**config.mk**
```make
export PLATFORM = sky130hd
export DESIGN_NAME = postadder26
export DESIGN_NICKNAME = d
export VERILOG_FILES = /design/src/rtl/postadder26.sv
export SDC_FILE = /design/constraint.sdc
export NUM_CORES = 1
export LEC_CHECK = 0
export ABC_CLOCK_PERIOD_IN_PS = 4400
export BUFFER_PORTS_ARGS = -buffer_cell sky130_fd_sc_hd__buf_2
export CAP_MARGIN = 10
export CORE_MARGIN = 2
export CORE_UTILIZATION = 30
export DETAILED_ROUTE_END_ITERATION = 6
export PLACE_DENSITY_LB_ADDON = 0.1
export REMOVE_ABC_BUFFERS = 1
export SYNTH_ARGS = -nofsm -noshare
export SYNTH_HDL_FRONTEND = slang
export SYNTH_SLANG_ARGS = --single-unit
```
**constraint.sdc**
```tcl
create_clock -name clk -period 4.4 [get_ports clk]
set_input_delay 0.22 -clock clk [delete_from_list [all_inputs] [get_ports clk]]
set_output_delay 0.22 -clock clk [all_outputs]
set_load 0.02 [all_outputs]
```
**src/rtl/postadder26.sv**
```systemverilog
// Purpose: converts the 26-bit two's-complement adder sum to sign-magnitude and normalizes it (hidden bit at [FW-1]).
// Latency: 2 + k cycles from accept to out_valid, where k is the number of one-bit normalization shifts (0..FW-1).
// Backpressure: in_ready only in IDLE; the result is held in DONE until out_ready, and no new operand is taken before that.
module postadder26 #(
    parameter int FW = 24,
    parameter int EW = 8
) (
    input  logic          clk,
    input  logic          rst,
    input  logic          in_valid,
    output logic          in_ready,
    input  logic [FW+1:0] sum,
    input  logic [EW-1:0] exp_in,
    output logic          out_valid,
    input  logic          out_ready,
    output logic          sign,
    output logic [FW-1:0] frac,
    output logic [EW-1:0] exp_out,
    output logic          zero,
    output logic          overflow,
    output logic          underflow
);

    typedef enum logic [1:0] {
        IDLE = 2'd0,
        CONV = 2'd1,
        NORM = 2'd2,
        DONE = 2'd3
    } state_t;

    state_t state, state_nxt;

    logic [FW+1:0] sum_q;
    logic [FW+1:0] mag;
    logic [EW:0]   exp_inc;
    logic          exp_sat;
    logic [FW-1:0] frac_shl;
    logic [EW-1:0] exp_dec;
    logic          norm_exit;

    logic          sign_q;
    logic [FW-1:0] frac_q;
    logic [EW-1:0] exp_q;
    logic          zero_q;
    logic          ovf_q;
    logic          unf_q;

    // Magnitude of the latched sum and the candidate exponent/fraction updates.
    always_comb begin
        mag       = sum_q[FW+1] ? (~sum_q + 1'b1) : sum_q;
        exp_inc   = {1'b0, exp_q} + 1'b1;
        // Saturate once the bumped exponent reaches or passes all-ones.
        exp_sat   = exp_inc[EW] | (&exp_inc[EW-1:0]);
        frac_shl  = {frac_q[FW-2:0], 1'b0};
        exp_dec   = exp_q - 1'b1;
        norm_exit = frac_shl[FW-1] | (exp_dec == '0);
    end

    // State register.
    always_ff @(posedge clk) begin
        if (rst) begin
            state <= IDLE;
        end else begin
            state <= state_nxt;
        end
    end

    // Next-state logic.
    always_comb begin
        state_nxt = state;
        case (state)
            IDLE: if (in_valid) state_nxt = CONV;
            CONV: begin
                // Only a nonzero, sub-normalized magnitude with exponent headroom needs shifting.
                if (mag == '0 || mag[FW+1] || mag[FW] || mag[FW-1] || exp_q == '0) begin
                    state_nxt = DONE;
                end else begin
                    state_nxt = NORM;
                end
            end
            NORM: if (norm_exit) state_nxt = DONE;
            DONE: if (out_ready) state_nxt = IDLE;
            default: state_nxt = IDLE;
        endcase
    end

    // Handshake outputs decoded from state.
    always_comb begin
        in_ready  = (state == IDLE);
        out_valid = (state == DONE);
    end

    // Operand capture and result datapath; CONV starts from the latched exponent in exp_q.
    always_ff @(posedge clk) begin
        if (rst) begin
            sum_q  <= '0;
            sign_q <= 1'b0;
            frac_q <= '0;
            exp_q  <= '0;
            zero_q <= 1'b0;
            ovf_q  <= 1'b0;
            unf_q  <= 1'b0;
        end else begin
            case (state)
                IDLE: begin
                    if (in_valid) begin
                        sum_q <= sum;
                        exp_q <= exp_in;
                    end
                end
                CONV: begin
                    sign_q <= sum_q[FW+1];
                    zero_q <= 1'b0;
                    ovf_q  <= 1'b0;
                    unf_q  <= 1'b0;
                    if (mag == '0) begin
                        sign_q <= 1'b0;
                        frac_q <= '0;
                        exp_q  <= '0;
                        zero_q <= 1'b1;
                    end else if (mag[FW+1] || mag[FW]) begin
                        // Adder carry-out: drop the LSB (truncate) and bump the exponent.
                        frac_q <= mag[FW:1];
                        if (exp_sat) begin
                            exp_q <= '1;
                            ovf_q <= 1'b1;
                        end else begin
                            exp_q <= exp_inc[EW-1:0];
                        end
                    end else begin
                        frac_q <= mag[FW-1:0];
                        // Already normalized, or no exponent left to trade for shifts.
                        if (!mag[FW-1] && exp_q == '0) begin
                            unf_q <= 1'b1;
                        end
                    end
                end
                NORM: begin
                    frac_q <= frac_shl;
                    exp_q  <= exp_dec;
                    if (norm_exit && !frac_shl[FW-1]) begin
                        unf_q <= 1'b1;
                    end
                end
                default: ;
            endcase
        end
    end

    // Result ports come straight from the held registers.
    always_comb begin
        sign      = sign_q;
        frac      = frac_q;
        exp_out   = exp_q;
        zero      = zero_q;
        overflow  = ovf_q;
        underflow = unf_q;
    end

endmodule

```
==> summary.md, run 1 <==
| Metric | Value |
|---|---|
| Path depth of the worst reg2reg path | 10 |
| Nets@finish | 709 |
| Top FF cell, synth | dfxtp_1 |
| Endpoints failing hold | 0 |
| Routed metal-1 wirelength | 6.99 mm |
| Row count | 45 |
| Clock Root Buffer | clkbuf_16 |
| Layout area overhead | 16.1% |
| First-pass GRT wire length | 22.9 mm |
| CTS tree | yes |
| Register Area | 1280 sq um |
| Reg2reg start | sum_q[1] |
| Die Span X | 128 microns |
| Total GRT Usage | 17.8% |
| Avg Inst Size Synth | 7.34 sq um |
| Clock tree buffer depth | 2 |
| Worst skew pair latency | 0.34 ns |
| Fill count | 1637 |
| Status | finished, final reports clean |
| Register-to-register setup slack | 0.66 ns |
| Post-detail-place hpwl | 10.4 mm |
| Die height | 128 microns |
| Sum of negative setup slack | 0 ns |
| Via/cell ratio | 5.40 |
| Io pins | 76 |
| GRT Residual Overflow | 0 |
| Initial antenna violation count | 0 |
| CP Launch Type | register |
| Final setup fails | 0 |
| Crit. End Element | register |
| Final Cycle Share | 84.9% |
| Worst Path Arrival | 3.99 ns |
| End point of the critical path | exp_out[7] |
| Sequential fraction of the synthesis area | 28.0% |
| Hold bufs inserted after CTS | 0 |
| Power per Cell Area | 719 nW/um^2 |
| WP data required | 4.65 ns |
| RSZ-0062 raised after global routing | no |
| Post-CTS setup buffers | 0 |
| Die ar. | 16300 sq um |
| Initial Util | 30.5% |
| TritonCTS buffer count | 9 |
| # H-tree levels | 3 |
| Max-cap violation count | 0 |
| Length of the first detailed-routing pass in iterations | 5 |
| Worst Skew | 0.00873 ns |
| Syn Inst Count | 624 |
| Tot Pwr | 3.82 mW |
| Cts repair resizes | 0 |
| Yosys warnings | 0 |
| Capturing point of the worst reg2reg path | exp_out[7] |
| Number of synthesized flops with an enable pin | 0 |
| GP Congestion | 0.890 |
| # diodes | 0 |
| Slew margin rel. | 25.7% |
| Largest net degree at the start of global routing | 38 |
| Critical Path Fanout Max | 8 |
| Multi-input logic area | 2990 sq um |
| Final wirelength | 14.2 mm |
| Critical path launch point | sum_q[1] |
| Fmax | 268 MHz |
| Lkg Pwr | 2.08 nW |
| Vias in the first global route | 4285 |
| Cell Area, Synth | 4580 sq um |
| Post-DRT Antenna Nets | 0 |
| Met2 wire len | 6.45 mm |
| Clock transition at path regs | 0.05 ns |
| Starting DRT DRC Count | 243 |
| Layout cells sized above 1 | 18.6% |
| Vias post-DR | 4613 |
| Final slew viol count | 0 |
| Final period demand of the worst path | 3.74 ns |
| Worst slew pin tran | 1.11 ns |
| WL per Instance | 16.6 microns |
| Remaining DRCs | 0 |
| DR WL met3 | 591 microns |
| Netlist cell types | 66 |
| Setup CP Type | register to register |
| Dpl ws | 0.593 ns |
| Max VDD drop | 0.000226 V |
| Ys async rst share | 0% |
| Seq cells post-synth | 64 |
| Core ar. | 15000 sq um |
| Clock sinks | 64 |
| I/O Buffers | 75 |
| Finished Core Util | 35.3% |
| Hold WC Path Type | primary input to register |
| Final setup margin | 0.664 ns |
| Max Used Layer | met4 |
power breakdown:
part | internal, mW | total, mW | leakage (nW) | switching (mW)
logic | 0.778 | 2.20 | 1.41 | 1.42
clock network | 0.427 | 0.690 | 0.139 | 0.264
registers | 0.733 | 0.937 | 0.526 | 0.204
total | 1.94 | 3.82 | 2.08 | 1.89
placed cells by master, fill, tap and decap left out, types with 5 or more instances in the layout:
master / count
a211oi_1: 8
a21oi_1: 41
a311oi_1: 17
a31oi_1: 7
a32oi_1: 7
and2_1: 7
buf_2: 75
buf_4: 10
clkbuf_16: 9
dfxtp_1: 64
ha_1: 10
inv_1: 18
nand2_1: 104
nand2b_1: 5
nand3_1: 15
nand4_1: 18
nor2_1: 64
nor3_1: 17
nor4_1: 8
o211ai_1: 9
o21ai_0: 23
o311ai_0: 5
o31ai_1: 6
o41ai_2: 6
or2_2: 6
xnor2_1: 16
xor2_1: 13
layer usage:
layer | track usage, % | up-vias
li1 | - | 2333
met1 | 24.6 | 2174
met2 | 27.4 | 92
met3 | 4.44 | 14
met4 | 5.11 | 0
met5 | 0 | -
per-stage QoR:
stage                     cells  cell area, sq um  hold slack, ns
final                       854              5310           0.110
after global routing        854              5310          0.0974
after CTS                   854              5310          0.0956
after detailed placement    838              5030           0.448
after global placement      838              5030           0.441
after floorplan             565              4340           0.289
final cells by class:
class                   instances  share of cell area (%)
multi-input cells             482                    56.3
flip-flops and latches         64                    24.1
repair buffers                 85                    8.48
clock buffers                  14                    5.16
well taps                     188                    4.43
inverters                      19                    1.34
clock inverters                 2                   0.235
critical path, stage by stage (launching register included):
cell	delay, ns
dfxtp_1	0.35
inv_1	0.09
ha_1	0.24
or3b_2	0.55
nor3_2	0.42
nor3b_1	0.10
o311ai_0	0.58
nor4_4	0.15
a31oi_1	0.65
a211oi_1	0.18
o41ai_2	0.33
registers in the layout, indices dropped and copies added, names as in the netlist:
register   cells
exp_out        8
sum_q         26
state          2
frac          24
underflow      1
zero           1
overflow       1
sign           1
cell usage after synthesis (all sizes together), types with 5 or more instances:
master	count	share of area (%)
nand2	104	8.5
dfxtp	64	28
nor2	64	5.2
clkbuf	52	4.3
a21oi	41	4.5
o21ai	24	2.6
nand4	19	2.9
inv	18	1.5
nor3	18	2.1
a311oi	17	3.3
xnor2	16	3.1
nand3	15	1.6
xor2	13	2.5
nor4	11	2.1
ha	10	2.7
o41ai	10	2.9
o211ai	9	1.5
a211oi	8	1.3
and2	8	1.1
a31oi	7	0.96
a32oi	7	1.3
buf	7	0.87
o31ai	6	0.98
or2	6	0.82
nand2b	5	0.68
o311ai	5	0.96
logic make-up (layout without fill, tap and decap cells):
| kind of cell | after synthesis | after routing | share of synthesized area [%] |
|---|---|---|---|
| xor+xnor | 29 | 29 | 5.55 |
| fa+ha+maj | 10 | 10 | 2.73 |
| buf+inv | 78 | 120 | 6.72 |
| flops | 64 | 64 | 28.0 |
| compound gates | 159 | 159 | 25.5 |
| mux | 8 | 8 | 1.86 |
| simple gates | 276 | 276 | 29.6 |
worst min path at each step:
stage | slack (ns) | start | endpoint | cells past startpoint
after CTS | 0.1 | sum[11] | sum_q[11] | 3
after floorplan | 0.29 | rst | frac[0] | 1
after global placement | 0.44 | overflow | overflow | 2
after detailed placement | 0.45 | overflow | overflow | 2
final | 0.11 | sum[11] | sum_q[11] | 3
after global routing | 0.1 | sum[12] | sum_q[12] | 3
Note: power is estimated with default switching activity, not from simulation.
==> run 2, diff against run 1 <==
--- a/config.mk
+++ b/config.mk
@@ -5,7 +5,8 @@
 export SDC_FILE = /design/constraint.sdc
 export NUM_CORES = 1
 export LEC_CHECK = 0
-export ABC_CLOCK_PERIOD_IN_PS = 4400
+export ABC_AREA = 1
+export ABC_CLOCK_PERIOD_IN_PS = 3200
 export BUFFER_PORTS_ARGS = -buffer_cell sky130_fd_sc_hd__buf_2
 export CAP_MARGIN = 10
 export CORE_MARGIN = 2
==> constraint.sdc (replaced) <==
create_clock -name clk -period 3.2 [get_ports clk]
set_input_delay 0.16 -clock clk [delete_from_list [all_inputs] [get_ports clk]]
set_output_delay 0.16 -clock clk [all_outputs]
set_load 0.02 [all_outputs]
==> run 2 against run 1 <==
  * Worst hold slack lost 0.024 ns
  * Global-route usage grew 0.16 points
  * Maximum frequency grew 44%
  * Sequential share of layout area grew 1.0 points
  * Register-to-register slack lost 0.05 ns
  * Combinational power grew 55%
  * Synthesized area shrank 5.2%
  * Routed wire length shrank 2.8%
  * Clock power grew 28%
  * Sequential power grew 37%
  * Largest power group unchanged
==> summary.md, run 2 <==
| Metric | Value |
|---|---|
| Starting DRT DRC Count | 331 (+36%) |
| Area of placed instances | 4840 sq um (-3.8%) |
| Initial Util | 31.0% (+0.56 points) |
| Fill count | 1570 (-4.1%) |
| TritonCTS buffer count | 9 (unchanged) |
| Die height | 124 microns (-2.6%) |
| WL per Instance | 14.7 microns (-11%) |
| # diodes | 0 (unchanged) |
| Ys async rst share | 0% (unchanged) |
| GP Congestion | 0.860 (-3.4%) |
| Remaining DRCs | 0 (unchanged) |
| Worst Path Arrival | 2.82 ns (-1.17 ns) |
| Via/cell ratio | 4.99 (-7.6%) |
| CTS tree | yes |
| Clock transition at path regs | 0.05 ns (about the same) |
| Layout area overhead | 17.4% |
| Die Span X | 124 microns (-2.6%) |
| Hold WC Path Type | primary input to register |
| Count leader, synth | nand2_1 |
| Final Cell Area | 5090 sq um (-4.1%) |
| Final setup fails | 0 (unchanged) |
| Total GRT Usage | 17.9% (+0.16 points) |
| Vias in the first global route | 4322 (+0.86%) |
| Vias post-DR | 4678 (+1.4%) |
| Core ar. | 14000 sq um (-6.9%) |
| Fmax | 386 MHz (+44%) |
| Worst slew pin tran | 0.843 ns (-0.272 ns) |
| Max VDD drop | 0.000314 V (+39%) |
| Die ar. | 15400 sq um (-5.1%) |
| Yosys top cell area share | 29.5% (+1.5 points) |
| Max-cap violation count | 0 (unchanged) |
| Row count | 43 (-4.4%) |
| Register Area | 1280 sq um (unchanged) |
| # H-tree levels | 3 (unchanged) |
| Clock Root Buffer | clkbuf_16 |
| WP data required | 3.43 ns (-1.22 ns) |
| Lkg Pwr | 2.46 nW (+19%) |
| Max reg flops | 26 (unchanged) |
| Worst Skew | 0.00991 ns (+0.00118 ns) |
| Multi-input logic area | 2590 sq um (-13%) |
| Final setup margin | 0.612 ns (-0.0523 ns) |
| Register with the most flip-flops | sum_q |
| Top FF cell, synth | dfxtp_1 |
| Dpl ws | 0.643 ns (+0.0495 ns) |
| Hold bufs inserted after CTS | 0 (unchanged) |
| Power per Cell Area | 1100 nW/um^2 (+53%) |
| Commonest non-fill, non-tap cell in the layout | nand2_1 |
| Crit. End Element | register |
| Largest net degree at the start of global routing | 52 (+37%) |
| Setup CP Type | register to register |
| Length of the first detailed-routing pass in iterations | 5 (unchanged) |
| Slew margin rel. | 43.8% (+18 points) |
| Final period demand of the worst path | 2.59 ns (-1.15 ns) |
| Final Cycle Share | 80.9% (-4.0 points) |
| Clock tree buffer depth | 2 (unchanged) |
| Worst skew pair latency | 0.34 ns (about the same) |
| Clock sinks | 64 (unchanged) |
| Post-CTS setup buffers | 0 (unchanged) |
| Io pins | 76 (unchanged) |
| Initial antenna violation count | 0 (unchanged) |
| Yosys warnings | 0 (unchanged) |
| Nets@finish | 802 (+13%) |
| Post-DRT Antenna Nets | 0 (unchanged) |
| Final slew viol count | 0 (unchanged) |
| Syn Inst Count | 694 (+11%) |
| First-pass GRT wire length | 22.4 mm (-1.9%) |
| Cell Area, Synth | 4340 sq um (-5.2%) |
| CP Launch Type | register |
| Avg Inst Size Synth | 6.25 sq um (-15%) |
| Critical Path Fanout Max | 11 (+3) |
| Layout cells sized above 1 | 17.2% (-1.4 points) |
| Seq cells post-synth | 64 (unchanged) |
| Final wirelength | 13.8 mm (-2.8%) |
| Most instantiated cells after synthesis | nand2_1 (165), a21oi_1 (79), inv_1 (74) |
| Status | finished, final reports clean |
| Most frequent cells in the layout | nand2_1 (165), a21oi_1 (79), buf_2 (75), inv_1 (74), nor2_1 (68) |
| Netlist cell types | 34 (-48%) |
| Synth area leaders | dfxtp_1 (30%), nand2_1 (14%), a21oi_1 (9.1%) |
| Sequential fraction of the synthesis area | 29.5% (+1.5 points) |
| Number of synthesized flops with an enable pin | 0 (unchanged) |
| Sum of negative setup slack | 0 ns (unchanged) |
| RSZ-0062 raised after global routing | no |
| Post-detail-place hpwl | 10.3 mm (-1.0%) |
| Cts repair resizes | 0 (unchanged) |
| Yosys top cell by area | dfxtp_1 |
| Register-to-register setup slack | 0.61 ns (-0.05 ns) |
| Endpoints failing hold | 0 (unchanged) |
| I/O Buffers | 75 (unchanged) |
| GRT Residual Overflow | 0 (unchanged) |
## run 2: changes by cell type in the layout (fill, tap and decap cells not counted), sizes merged, moves of 17 or more
cell	before	now
inv	18	78
a311oi	17	0
nand3	15	45
a21oi	41	80
o21ai	24	64
nand2	104	178
## run 2: where the power goes
group	internal, mW	total (mW)	switching (mW)
Clock	0.535	0.881	0.346
Combinational	1.10	3.42	2.33
Sequential	1.04	1.28	0.240
## run 2: per-stage QoR
stage	total power, mW	utilization (%)	std cells	hold slack [ns]
after detailed placement	4.71	34.6	923	0.436
after floorplan	3.68	-	658	0.229
after global placement	4.71	34.6	923	0.414
final	5.59	36.4	937	0.0867
after CTS	5.62	36.4	937	0.0753
after global routing	6.16	36.4	937	0.0942
## run 2: kinds of logic (layout without fill, tap and decap cells)
group	after synthesis	in the layout	synth area share, %
XOR/XNOR	13	13	2.62
buffers and inverters	114	177	10.8
AO/OA/AOI/OAI	174	174	22.1
flip-flops	64	64	29.5
AND/OR/NAND/NOR	319	319	32.1
adder cells (fa/ha/maj)	10	10	2.88
## run 2: layout make-up
cell class,count,share of cell area (%)
Multi-Input combinational cell,516,50.8
Sequential cell,64,25.2
Timing Repair Buffer,85,8.84
Inverter,78,5.75
Clock buffer,13,4.91
Tap cell,180,4.42
Clock inverter,1,0.0983
## run 2: routing by layer
metal / vias up / wire length, microns / part of all wire (%) / GRT usage (%)
met5: - / 0 / 0 / 0
met4: 0 / 252 / 1.8 / 6.01
met3: 17 / 715 / 5.2 / 4.17
met2: 121 / 6110 / 44 / 27.5
met1: 2150 / 6710 / 49 / 24.8
li1: 2390 / - / - / -
## run 2: path summary, 6_finish.rpt
kind                  from    endpoint  cells past startpoint
setup / recovery  sum_q[0]  exp_out[3]                     15
hold / removal     sum[17]   sum_q[17]                      3
hold reg to reg   frac[23]    frac[23]                      2
setup reg to reg  sum_q[0]  exp_out[3]                     15
## run 2: critical path, stage by stage (launching register included)
cell     delay [ns]
dfxtp_1        0.31
inv_1          0.14
ha_1           0.21
nand2_2        0.13
nor2_4         0.19
nand4_1        0.16
nand3_1        0.10
nand2_1        0.12
nor2_1         0.14
nand3_1        0.12
nor2_2         0.14
nand2_1        0.28
a21oi_1        0.25
nor2_1         0.06
nor2_1         0.08
nor2_1         0.04
